--- config.mk ---
export PLATFORM = sky130hd
export DESIGN_NAME = alu_issue_stage_flat
export DESIGN_NICKNAME = d
export VERILOG_FILES = /design/src/rtl/alu_issue_stage_if.sv /design/src/rtl/alu_issue_stage.sv /design/src/flat_wrapper.sv
export SDC_FILE = /design/constraint.sdc
export NUM_CORES = 1
export LEC_CHECK = 0
export CAP_MARGIN = 20
export CORE_UTILIZATION = 42
export CTS_CLUSTER_SIZE = 16
export DETAILED_ROUTE_END_ITERATION = 7
export GPL_ROUTABILITY_DRIVEN = 0
export PLACE_DENSITY = 0.78
export SKIP_CTS_REPAIR_TIMING = 1
export SLEW_MARGIN = 10
export SYNTH_ARGS = -nofsm -noshare
export SYNTH_HDL_FRONTEND = slang
export SYNTH_SLANG_ARGS = --single-unit
--- constraint.sdc ---
create_clock -name clk -period 2.1 [get_ports clk]
set_clock_uncertainty 0.15 [all_clocks]
set_input_delay 0.42 -clock clk [delete_from_list [all_inputs] [get_ports clk]]
set_output_delay 0.42 -clock clk [all_outputs]
set_load 0.03 [all_outputs]
--- src/rtl/alu_issue_stage_if.sv ---
// ID->EX bus of the ALU issue stage: upstream instruction handshake plus downstream ALU operands.
// The master modport belongs to the issue stage; the slave modport belongs to whatever feeds and consumes it.
interface alu_issue_stage_if #(
  parameter int XLEN = 32
);
  logic            in_valid;
  logic            in_ready;
  logic [31:0]     inst;
  logic [XLEN-1:0] pc;
  logic [XLEN-1:0] rs1_data;
  logic [XLEN-1:0] rs2_data;
  logic            flush;
  logic            out_valid;
  logic            out_ready;
  logic [XLEN-1:0] ALU_A;
  logic [XLEN-1:0] ALU_B;
  logic [3:0]      ALU_operation;
  logic [4:0]      out_rd;
  logic [XLEN-1:0] out_pc;
  logic            reg_write;
  logic [1:0]      mem_op;
  logic            illegal;

  modport master (
    input  in_valid, inst, pc, rs1_data, rs2_data, flush, out_ready,
    output in_ready, out_valid, ALU_A, ALU_B, ALU_operation, out_rd, out_pc,
           reg_write, mem_op, illegal
  );

  modport slave (
    output in_valid, inst, pc, rs1_data, rs2_data, flush, out_ready,
    input  in_ready, out_valid, ALU_A, ALU_B, ALU_operation, out_rd, out_pc,
           reg_write, mem_op, illegal
  );
endinterface

--- src/rtl/alu_issue_stage.sv ---
// ID->EX stage: decodes an RV32I instruction into ALU operands/op and holds them behind a
// valid/ready register slice with flush.
module alu_issue_stage #(
  parameter int          XLEN     = 32,
  parameter logic [31:0] RESET_PC = 32'h0000_0000
) (
  input  logic              clk,
  input  logic              rst_n,
  alu_issue_stage_if.master bus
);
  localparam logic [6:0] OP_R     = 7'b0110011;
  localparam logic [6:0] OP_I     = 7'b0010011;
  localparam logic [6:0] OP_LUI   = 7'b0110111;
  localparam logic [6:0] OP_AUIPC = 7'b0010111;
  localparam logic [6:0] OP_LOAD  = 7'b0000011;
  localparam logic [6:0] OP_STORE = 7'b0100011;
  localparam logic [6:0] OP_JAL   = 7'b1101111;
  localparam logic [6:0] OP_JALR  = 7'b1100111;

  logic [6:0]      w_opc, w_f7;
  logic [2:0]      w_f3;
  logic [4:0]      w_rd;
  logic [31:0]     w_imm_i, w_imm_s, w_imm_u, w_shamt;
  logic [XLEN-1:0] w_a, w_b;
  logic [3:0]      w_op;
  logic [1:0]      w_mem;
  logic            w_wr, w_ill, w_load;

  logic            r_valid;
  logic [XLEN-1:0] r_a, r_b, r_pc;
  logic [3:0]      r_op;
  logic [4:0]      r_rd;
  logic            r_wr, r_ill;
  logic [1:0]      r_mem;

  assign w_opc   = bus.inst[6:0];
  assign w_f3    = bus.inst[14:12];
  assign w_f7    = bus.inst[31:25];
  assign w_rd    = bus.inst[11:7];
  assign w_imm_i = {{20{bus.inst[31]}}, bus.inst[31:20]};
  assign w_imm_s = {{20{bus.inst[31]}}, bus.inst[31:25], bus.inst[11:7]};
  assign w_imm_u = {bus.inst[31:12], 12'b0};
  assign w_shamt = {27'b0, bus.inst[24:20]};

  always_comb begin
    w_a   = '0;
    w_b   = '0;
    w_op  = 4'b0000;
    w_mem = 2'b00;
    w_wr  = 1'b0;
    w_ill = 1'b0;
    case (w_opc)
      OP_R: begin
        w_a  = bus.rs1_data;
        w_b  = bus.rs2_data;
        w_op = {bus.inst[30], w_f3};
        w_wr = 1'b1;
        // Only add/sub and srl/sra have a funct7 alternate encoding.
        w_ill = !((w_f7 == 7'b0000000) ||
                  (w_f7 == 7'b0100000 && (w_f3 == 3'b000 || w_f3 == 3'b101)));
      end
      OP_I: begin
        w_a  = bus.rs1_data;
        w_b  = w_imm_i;
        w_op = {1'b0, w_f3};
        w_wr = 1'b1;
        if (w_f3 == 3'b001) begin
          w_b   = w_shamt;
          w_ill = (w_f7 != 7'b0000000);
        end else if (w_f3 == 3'b101) begin
          w_b   = w_shamt;
          w_op  = {bus.inst[30], 3'b101};
          w_ill = !(w_f7 == 7'b0000000 || w_f7 == 7'b0100000);
        end
      end
      OP_LUI: begin
        w_b  = w_imm_u;
        w_wr = 1'b1;
      end
      OP_AUIPC: begin
        w_a  = bus.pc;
        w_b  = w_imm_u;
        w_wr = 1'b1;
      end
      OP_LOAD: begin
        w_a   = bus.rs1_data;
        w_b   = w_imm_i;
        w_mem = 2'b01;
        w_wr  = 1'b1;
      end
      OP_STORE: begin
        w_a   = bus.rs1_data;
        w_b   = w_imm_s;
        w_mem = 2'b10;
      end
      OP_JAL, OP_JALR: begin
        w_a  = bus.pc;
        w_b  = 32'd4;
        w_wr = 1'b1;
      end
      default: w_ill = 1'b1;
    endcase
    // An undecodable instruction carries no side effects into EX.
    if (w_ill) begin
      w_a   = '0;
      w_b   = '0;
      w_op  = 4'b0000;
      w_mem = 2'b00;
      w_wr  = 1'b0;
    end
    if (w_rd == 5'd0) w_wr = 1'b0;
  end

  assign bus.in_ready = !r_valid || bus.out_ready;
  assign w_load       = bus.in_valid && bus.in_ready;

  always_ff @(posedge clk or negedge rst_n) begin
    if (!rst_n) begin
      r_valid <= 1'b0;
      r_a     <= '0;
      r_b     <= '0;
      r_op    <= 4'b0000;
      r_rd    <= 5'd0;
      r_pc    <= RESET_PC;
      r_wr    <= 1'b0;
      r_mem   <= 2'b00;
      r_ill   <= 1'b0;
    end else if (bus.flush) begin
      r_valid <= 1'b0;
    end else if (w_load) begin
      r_valid <= 1'b1;
      r_a     <= w_a;
      r_b     <= w_b;
      r_op    <= w_op;
      r_rd    <= w_rd;
      r_pc    <= bus.pc;
      r_wr    <= w_wr;
      r_mem   <= w_mem;
      r_ill   <= w_ill;
    end else if (bus.out_ready) begin
      r_valid <= 1'b0;
    end
  end

  assign bus.out_valid     = r_valid;
  assign bus.ALU_A         = r_a;
  assign bus.ALU_B         = r_b;
  assign bus.ALU_operation = r_op;
  assign bus.out_rd        = r_rd;
  assign bus.out_pc        = r_pc;
  assign bus.reg_write     = r_wr;
  assign bus.mem_op        = r_mem;
  assign bus.illegal       = r_ill;
endmodule

--- src/flat_wrapper.sv ---
// flat-port wrapper written by rule: the top's interface ports become plain ports
module alu_issue_stage_flat 
#(
  parameter int          XLEN     = 32,
  parameter logic [31:0] RESET_PC = 32'h0000_0000
)
  (clk, rst_n, bus_in_valid, bus_inst, bus_pc, bus_rs1_data, bus_rs2_data, bus_flush, bus_out_ready, bus_in_ready, bus_out_valid, bus_ALU_A, bus_ALU_B, bus_ALU_operation, bus_out_rd, bus_out_pc, bus_reg_write, bus_mem_op, bus_illegal);
  alu_issue_stage_if #(.XLEN(XLEN)) bus_i ();
  input  logic clk;
  input  logic rst_n;
  input wire logic [$bits(bus_i.in_valid)-1:0] bus_in_valid;
  input wire logic [$bits(bus_i.inst)-1:0] bus_inst;
  input wire logic [$bits(bus_i.pc)-1:0] bus_pc;
  input wire logic [$bits(bus_i.rs1_data)-1:0] bus_rs1_data;
  input wire logic [$bits(bus_i.rs2_data)-1:0] bus_rs2_data;
  input wire logic [$bits(bus_i.flush)-1:0] bus_flush;
  input wire logic [$bits(bus_i.out_ready)-1:0] bus_out_ready;
  output wire logic [$bits(bus_i.in_ready)-1:0] bus_in_ready;
  output wire logic [$bits(bus_i.out_valid)-1:0] bus_out_valid;
  output wire logic [$bits(bus_i.ALU_A)-1:0] bus_ALU_A;
  output wire logic [$bits(bus_i.ALU_B)-1:0] bus_ALU_B;
  output wire logic [$bits(bus_i.ALU_operation)-1:0] bus_ALU_operation;
  output wire logic [$bits(bus_i.out_rd)-1:0] bus_out_rd;
  output wire logic [$bits(bus_i.out_pc)-1:0] bus_out_pc;
  output wire logic [$bits(bus_i.reg_write)-1:0] bus_reg_write;
  output wire logic [$bits(bus_i.mem_op)-1:0] bus_mem_op;
  output wire logic [$bits(bus_i.illegal)-1:0] bus_illegal;
  assign bus_i.in_valid = bus_in_valid;
  assign bus_i.inst = bus_inst;
  assign bus_i.pc = bus_pc;
  assign bus_i.rs1_data = bus_rs1_data;
  assign bus_i.rs2_data = bus_rs2_data;
  assign bus_i.flush = bus_flush;
  assign bus_i.out_ready = bus_out_ready;
  assign bus_in_ready = bus_i.in_ready;
  assign bus_out_valid = bus_i.out_valid;
  assign bus_ALU_A = bus_i.ALU_A;
  assign bus_ALU_B = bus_i.ALU_B;
  assign bus_ALU_operation = bus_i.ALU_operation;
  assign bus_out_rd = bus_i.out_rd;
  assign bus_out_pc = bus_i.out_pc;
  assign bus_reg_write = bus_i.reg_write;
  assign bus_mem_op = bus_i.mem_op;
  assign bus_illegal = bus_i.illegal;
  alu_issue_stage #(.XLEN(XLEN), .RESET_PC(RESET_PC)) u_core (.clk(clk), .rst_n(rst_n), .bus(bus_i));
endmodule
==> key figures, run 1 <==
Outcome
  • Status: finished clean

Placement
  • Cells after DPL: 955
  • Pre-CTS setup slack: -0.328 ns
  • IO Port Bufs: 243
  • Area after DPL: 0.00844 mm^2
  • Post-DP HPWL: 13700 um

Die
  • Site Rows: 41
  • Die height: 115 um
  • Ports: 244
  • Die area: 0.0133 mm^2
  • Core Area: 0.0126 mm^2
  • Die width: 115 um
  • Initial Util: 43.0%

Global route
  • Largest net degree at the start of global routing: 50
  • Vias in the first global route: 5650
  • Tot GR Track Use: 27.9%
  • First-pass GRT wire length: 28400 um
  • Antenna violations before repair: 0
  • Gr ovfl total: 0

Timing
  • Tcrit/Tclk final: 97.9%
  • Slew Viols, Final: 0
  • Final Hold Fails: 0
  • Worst slew margin: 61.2%
  • Worst setup margin: 0.0436 ns
  • Min cycle time layout: 2.06 ns
  • FMAX: 486 MHz
  • Sum Neg Setup Slack: 0 ns
  • Tightest Pin Transition: 0.582 ns
  • Final Setup Violations: 0

Logic synthesis
  • Largest family of logic cells by synthesized area: compound AO/OA/AOI/OAI gates
  • Synthesized-area fraction occupied by xor and xnor cells: 0.162%
  • Multiplexer area fraction after synthesis: 0.926%
  • Async SR Flop Fraction: 100%
  • Syn nets: 667
  • Syn. warnings: 0
  • Mapped cell area: 0.00541 mm^2
  • EDFF count, synth: 0
  • Mapped Cells: 534
  • Compound-Gate Fraction of Synth Area: 26.5%
  • Mean area per synthesized cell: 10.1 um^2
  • Main synth FF type: dfrtp_1
  • Post-synthesis adder-cell area fraction: 0%
  • Simple-Gate Fraction of Synth Area: 16.7%
  • Post-synthesis sequential area ratio: 50.9%
  • Yosys cell types: 44
  • Synth Register Bits: 110

Layout
  • Final Cell Area: 0.00887 mm^2
  • # diodes: 0
  • Post-layout util: 70.6%
  • Fillcell total: 947
  • Commonest non-fill, non-tap cells in the layout: clkdlybuf4s50_1 (237), nand2_1 (140), dfrtp_1 (110), nor2_1 (60), buf_4 (43)
  • Finished Layout Cells: 977
  • Layout cells sized above 1: 17.3%
  • Multi-input logic area: 0.00245 mm^2
  • Register area: 0.00275 mm^2
  • Most common cell after layout, fill and taps aside: clkdlybuf4s50_1
  • # nets final: 933
  • Area Overhead vs Synth: 64.1%

Power
  • Peak VDD IR: 0.000410 V
  • Leakage: 3.72 nW
  • Pwr dens: 712 mW/mm^2

Clock tree
  • CTS Buf Count: 9
  • CTS tree: built
  • CTS H-Tree Depth: 3
  • Clk sinks: 110
  • Worst-path clk slew: 0.07 ns
  • CTS Buffer Depth: 2
  • Clock latency on the worst-skew pair: 0.34 ns
  • Clock Root Buffer: clkbuf_16

Detailed routing
  • Post-route ant nets: 0
  • DR WL/cell: 19.1 um
  • Vias: 5454
  • DR iter-0 viols: 432
  • Vias per inst: 5.58
  • DRC Markers: 0
  • Drt total wl: 18600 um
  • First-pass iteration count of the detailed router: 5

Setup path
  • Worst r2r dst: u_core.bus.ALU_A[12]
  • Crit path cell chain: clkdlybuf4s50_1, xor2_1, o2111ai_1, o211ai_4, buf_6, a221oi_1
  • Worst R2R Start: u_core.bus.out_valid
  • Critical path startpoint category: input port
  • Critical path type: input port to register
  • Setup crit end: u_core.bus.ALU_B[19]
  • Critical Path Fanout Max: 14
  • Flop2flop setup slack: 0.27 ns
  • Setup crit start: bus_inst[12]
  • Required @ worst endpoint: 2.19 ns
  • Register-to-Register Path Depth: 7
  • CP Capture Type: register
  • Arr. time, crit path: 2.14 ns
  • Slowest CP cell: clkdlybuf4s50_1
  • CP peak stage delay: 0.50 ns

Flow run
  • Max-cap viol count: 0

Min path
  • Hold crit path type: register to register
  • Hold_sp: u_core.bus.out_pc[13]
## per-layer routing
metal  global-route usage (%)  wire, um
met5                        0         0
met4                     15.9       824
met2                     47.7      9310
met3                     5.70      1310
met1                     32.8      7200
## registers in the layout, summed over array words and instances (netlist names)
signal / count
u_core.bus.mem_op: 2
u_core.bus.ALU_B: 32
u_core.bus.ALU_A: 32
u_core.bus.out_valid: 1
u_core.bus.reg_write: 1
u_core.bus.out_rd: 5
u_core.bus.illegal: 1
u_core.bus.ALU_operation: 4
u_core.bus.out_pc: 32
## where the power goes
| group | leakage, nW | internal, mW | switching, mW | total [mW] |
|---|---|---|---|---|
| registers | 1.41 | 2.36 | 0.146 | 2.50 |
| logic | 2.16 | 0.924 | 1.09 | 2.02 |
| clock network | 0.153 | 1.03 | 0.763 | 1.79 |
## cell usage after synthesis (5+ instances only)
master | instances | share of area [%]
nand2_1 | 140 | 9.7
dfrtp_1 | 110 | 51
nor2_1 | 62 | 4.3
a221oi_1 | 35 | 5.7
a211oi_2 | 30 | 6.9
buf_2 | 23 | 2.1
a22oi_1 | 20 | 2.8
clkbuf_1 | 18 | 1.2
a221oi_2 | 17 | 4.7
o31ai_1 | 12 | 1.7
a32oi_1 | 7 | 1.1
mux2i_1 | 5 | 0.93
o211ai_1 | 5 | 0.69
o21ai_0 | 5 | 0.46
## worst max-delay path: cells and delay by family
| family | cells | cell delay, ns |
|---|---|---|
| buf+inv | 2 | 0.71 |
| compound gates | 3 | 0.83 |
| xor+xnor | 1 | 0.18 |
## worst min path at each step
| stage | end | cells past startpoint |
|---|---|---|
| 6_report | u_core.bus.out_pc[13] | 2 |
| 5_1_grt | u_core.bus.out_pc[2] | 2 |
| 4_1_cts | u_core.bus.ALU_B[22] | 1 |
| 3_5_place_dp | u_core.bus.ALU_B[22] | 1 |
| 3_3_place_gp | u_core.bus.ALU_B[23] | 1 |
| 2_1_floorplan | u_core.bus.ALU_A[0] | 0 |
## final cells by class
class | instances | share of cell area, %
well taps | 172 | 2.43
clock buffers | 14 | 3.09
repair buffers | 305 | 35.4
clock inverters | 2 | 0.437
inverters | 1 | 0.0423
multi-input cells | 373 | 27.6
flip-flops and latches | 110 | 31.0
## through the flow
step           total power [mW]  hold WS [ns]
2_1_floorplan              3.48       -0.0256
3_3_place_gp               4.49         0.306
3_5_place_dp               4.55         0.309
4_1_cts                    6.34       -0.0677
5_1_grt                    6.55         0.350
6_report                   6.31         0.323
## kinds of logic after synthesis
| group | after synthesis |
|---|---|
| AND/OR/NAND/NOR | 221 |
| AO/OA/AOI/OAI | 146 |
| flip-flops | 110 |
| buffers and inverters | 51 |
| multiplexers | 5 |
| XOR/XNOR | 1 |
(Power assumes the default switching activity.)
==> run 2: changes to the inputs <==
- CORE_MARGIN: not set -> 4
==> run 2 against run 1 <==
Net effect:
- via count shrank 1.7%
- global-route usage fell by 2.5 points
- register-to-register slack hardly changed
- hold slack improved by 0.0042 ns
- flip-flop and latch count did not move
- fmax is 0.29% higher
- critical path type unchanged
==> key figures, run 2 (same netlist as run 1, synthesis figures left out) <==
Die
  • Initial Util: 42.8%
  • Core Area: 0.0126 mm^2
  • Die area: 0.0148 mm^2
  • Die width: 121 um
  • Ports: 244
  • Site Rows: 41
  • Die height: 121 um

Min path
  • Hold_sp: u_core.bus.out_pc[5]
  • Hold crit path type: register to register
  • WHS Path Cells: 2

Setup path
  • Critical path startpoint category: input port
  • Critical Path Fanout Max: 36
  • Worst R2R Start: u_core.bus.out_valid
  • Required @ worst endpoint: 2.19 ns
  • Setup crit start: bus_inst[25]
  • Arr. time, crit path: 2.14 ns
  • Register-to-Register Path Depth: 7
  • CP Capture Type: register
  • Critical path type: input port to register

Flow run
  • Max-cap viol count: 0

Clock tree
  • Clock latency on the worst-skew pair: 0.35 ns
  • CTS Buffer Depth: 2
  • CTS Buf Count: 9
  • Worst-path clk slew: 0.07 ns
  • Clk sinks: 110
  • CTS tree: built
  • Clock Root Buffer: clkbuf_16
  • CTS H-Tree Depth: 3

Layout
  • Area Overhead vs Synth: 61.4%
  • # diodes: 0
  • Fillcell total: 959
  • Most common cell after layout, fill and taps aside: clkdlybuf4s50_1
  • Final Cell Area: 0.00873 mm^2
  • Commonest non-fill, non-tap cells in the layout: clkdlybuf4s50_1 (240), nand2_1 (140), dfrtp_1 (110), nor2_1 (61), buf_4 (45)
  • # nets final: 929
  • Post-layout util: 69.2%
  • Finished Layout Cells: 971
  • Layout cells sized above 1: 16.8%

Power
  • Pwr dens: 696 mW/mm^2
  • Leakage: 3.63 nW
  • Overall Power: 6.07 mW
  • Peak VDD IR: 0.000449 V

Global route
  • Largest net degree at the start of global routing: 65
  • Gr ovfl total: 0
  • Tot GR Track Use: 25.4%
  • First-pass GRT wire length: 29500 um
  • Antenna violations before repair: 0
  • Vias in the first global route: 5601

Placement
  • Pre-CTS setup slack: -0.404 ns
  • Area after DPL: 0.00838 mm^2
  • IO Port Bufs: 243
  • Cells after DPL: 954
  • Post-DP HPWL: 14000 um

Timing
  • Tcrit/Tclk final: 97.6%
  • Min cycle time layout: 2.05 ns
  • Tightest Pin Transition: 0.435 ns
  • Final Setup Violations: 0
  • Hold WS: 0.328 ns
  • Unrepaired setup endpoints after global routing: true
  • Final Hold Fails: 0
  • Worst slew margin: 71.0%
  • Slew Viols, Final: 0
  • FMAX: 488 MHz
  • Sum Neg Setup Slack: 0 ns
  • Worst setup margin: 0.0495 ns

Detailed routing
  • Drt total wl: 18700 um
  • Vias: 5360
  • Vias per inst: 5.52
  • First-pass iteration count of the detailed router: 5
  • DR WL/cell: 19.2 um
  • DRC Markers: 0
  • Post-route ant nets: 0
  • DR iter-0 viols: 478

Outcome
  • Status: finished clean
run 2: layout make-up:
type | instances | area (um^2) | share of cell area (%)
Clock buffer | 12 | 246 | 2.82
Clock inverter | 2 | 10.0 | 0.115
Inverter | 1 | 3.75 | 0.0430
Multi-Input combinational cell | 373 | 2480 | 28.4
Sequential cell | 110 | 2750 | 31.5
Tap cell | 172 | 215 | 2.47
Timing Repair Buffer | 301 | 3020 | 34.6
run 2: final timing paths:
kind	slack (ns)	endpoint
min in group asynchronous	0.37	u_core.bus.ALU_B[24]
max in group asynchronous	0.76	u_core.bus.out_pc[6]
setup / recovery	0.05	u_core.bus.ALU_operation[3]
hold / removal	0.33	u_core.bus.out_pc[5]
setup reg to reg	0.28	u_core.bus.ALU_A[14]
hold reg to reg	0.33	u_core.bus.out_pc[5]
run 2: worst max-delay path: stages:
cell	delay [ns]
clkdlybuf4s50_1	0.43
nor4_2	0.36
o211a_1	0.27
o211ai_4	0.13
buf_12	0.22
o31ai_2	0.31
run 2: metal layers:
layer	global-route usage, %	wire length, um
met1	31.5	7490
met2	42.3	9240
met3	6.62	1330
met4	9.87	601
met5	0	0
run 2: where the power goes:
group          total (mW)  internal (mW)  leakage, nW  switching (mW)
sequential           2.50           2.36         1.41           0.145
combinational        2.01          0.917         2.09            1.09
clock                1.56          0.822        0.128           0.736
total                6.07           4.10         3.63            1.97
==> run 3: changes to the inputs <==
- SKIP_LAST_GASP: not set -> 1
==> run 3 against run 2 <==
Net effect:
- flip-flop and latch count is the same
- worst setup slack got worse by 0.018 ns
- critical path type unchanged
- die area stayed put
- final cell count is the same
- critical path depth unchanged
- power about the same
- first-iteration DRC count fell by 14%
- cell area about the same
- largest cell class unchanged
- non-clock buffer count unchanged
==> key figures, run 3 (same netlist as run 1, synthesis figures left out) <==
Setup path
  • Required @ worst endpoint: 2.18 ns
  • Critical Path Fanout Max: 12
  • Critical path startpoint category: input port
  • Critical path type: input port to register
  • CP Capture Type: register
  • Flop2flop setup slack: 0.29 ns
  • Arr. time, crit path: 2.15 ns

Clock tree
  • Worst-path clk slew: 0.07 ns
  • Clock latency on the worst-skew pair: 0.35 ns
  • Clk sinks: 110
  • CTS tree: built
  • CTS Buf Count: 9
  • Clock Root Buffer: clkbuf_16
  • CTS Buffer Depth: 2
  • CTS H-Tree Depth: 3

Layout
  • # nets final: 929
  • # diodes: 0
  • Most common cell after layout, fill and taps aside: clkdlybuf4s50_1
  • Area Overhead vs Synth: 61.3%
  • Final Cell Area: 0.00872 mm^2
  • Commonest non-fill, non-tap cells in the layout: clkdlybuf4s50_1 (240), nand2_1 (140), dfrtp_1 (110), nor2_1 (61), buf_4 (45)
  • Layout cells sized above 1: 16.6%
  • Finished Layout Cells: 971

Detailed routing
  • Vias: 5372
  • DRC Markers: 0
  • Post-route ant nets: 0
  • DR WL/cell: 19.2 um
  • First-pass iteration count of the detailed router: 5
  • Vias per inst: 5.53
  • Drt total wl: 18600 um
  • DR iter-0 viols: 410

Power
  • Leakage: 3.63 nW
  • Peak VDD IR: 0.000449 V
  • Pwr dens: 696 mW/mm^2
  • Overall Power: 6.07 mW

Global route
  • First-pass GRT wire length: 29500 um
  • Vias in the first global route: 5601
  • Tot GR Track Use: 25.4%
  • Largest net degree at the start of global routing: 65
  • Gr ovfl total: 0
  • Antenna violations before repair: 0

Placement
  • Post-DP HPWL: 14000 um
  • Pre-CTS setup slack: -0.404 ns
  • Cells after DPL: 954
  • IO Port Bufs: 243
  • Area after DPL: 0.00838 mm^2

Die
  • Die width: 121 um
  • Core Area: 0.0126 mm^2
  • Initial Util: 42.8%
  • Die area: 0.0148 mm^2
  • Ports: 244
  • Site Rows: 41
  • Die height: 121 um

Timing
  • Tightest Pin Transition: 0.430 ns
  • Tcrit/Tclk final: 98.5%
  • Unrepaired setup endpoints after global routing: true
  • Worst setup margin: 0.0313 ns
  • FMAX: 483 MHz
  • Final Hold Fails: 0
  • Min cycle time layout: 2.07 ns
  • Worst slew margin: 71.4%
  • Sum Neg Setup Slack: 0 ns
  • Final Setup Violations: 0
  • Slew Viols, Final: 0

Outcome
  • Status: finished clean

Flow run
  • Max-cap viol count: 0

Min path
  • Hold crit path type: register to register
## run 3: cell types whose count changed in the layout (fill, tap and decap cells not counted)
cell,delta
a221oi_1,+1
a221oi_2,-1
## run 3: path summary, 6_finish.rpt
path	start	end	cells after the start
setup / recovery	bus_inst[25]	u_core.bus.ALU_B[19]	6
hold / removal	u_core.bus.out_pc[5]	u_core.bus.out_pc[5]	2
hold reg to reg	u_core.bus.out_pc[5]	u_core.bus.out_pc[5]	2
setup reg to reg	u_core.bus.out_valid	u_core.bus.ALU_A[14]	7
min in group asynchronous	rst_n	u_core.bus.ALU_B[24]	2
max in group asynchronous	rst_n	u_core.bus.out_pc[6]	3
## run 3: final cells by class
cell class / instances / area (um^2)
clock inverter: 2 / 10.0
timing repair buffer: 301 / 3020
multi-input combinational: 373 / 2480
inverter: 1 / 3.75
sequential: 110 / 2750
fill: 957 / 3900
clock buffer: 12 / 246
tap: 172 / 215
## run 3: power breakdown
part	switching, mW	total [mW]	internal [mW]
sequential	0.145	2.50	2.36
clock	0.735	1.56	0.822
combinational	1.09	2.01	0.916
total	1.97	6.07	4.10
## run 3: critical path, cell delays in order
cell and delay [ns]:
clkdlybuf4s50_1 0.43, nor4_2 0.36, o211a_1 0.27, o211ai_4 0.13, buf_4 0.23, a221oi_1 0.31
## run 3: through the flow
stage | utilization, % | hold WS (ns)
final | 69.1 | 0.329
after detailed placement | 66.4 | 0.201
after global routing | 69.1 | 0.357
after floorplan | - | -0.0256
after CTS | 68.4 | -0.182
after global placement | 66.4 | 0.198
## run 3: layer usage
layer / track usage, % / wire [um] / vias to the layer above
li1: - / - / 2464
met1: 31.5 / 7410 / 2624
met2: 42.3 / 9270 / 243
met3: 6.62 / 1390 / 41
met4: 9.87 / 574 / 0
met5: 0 / 0 / -
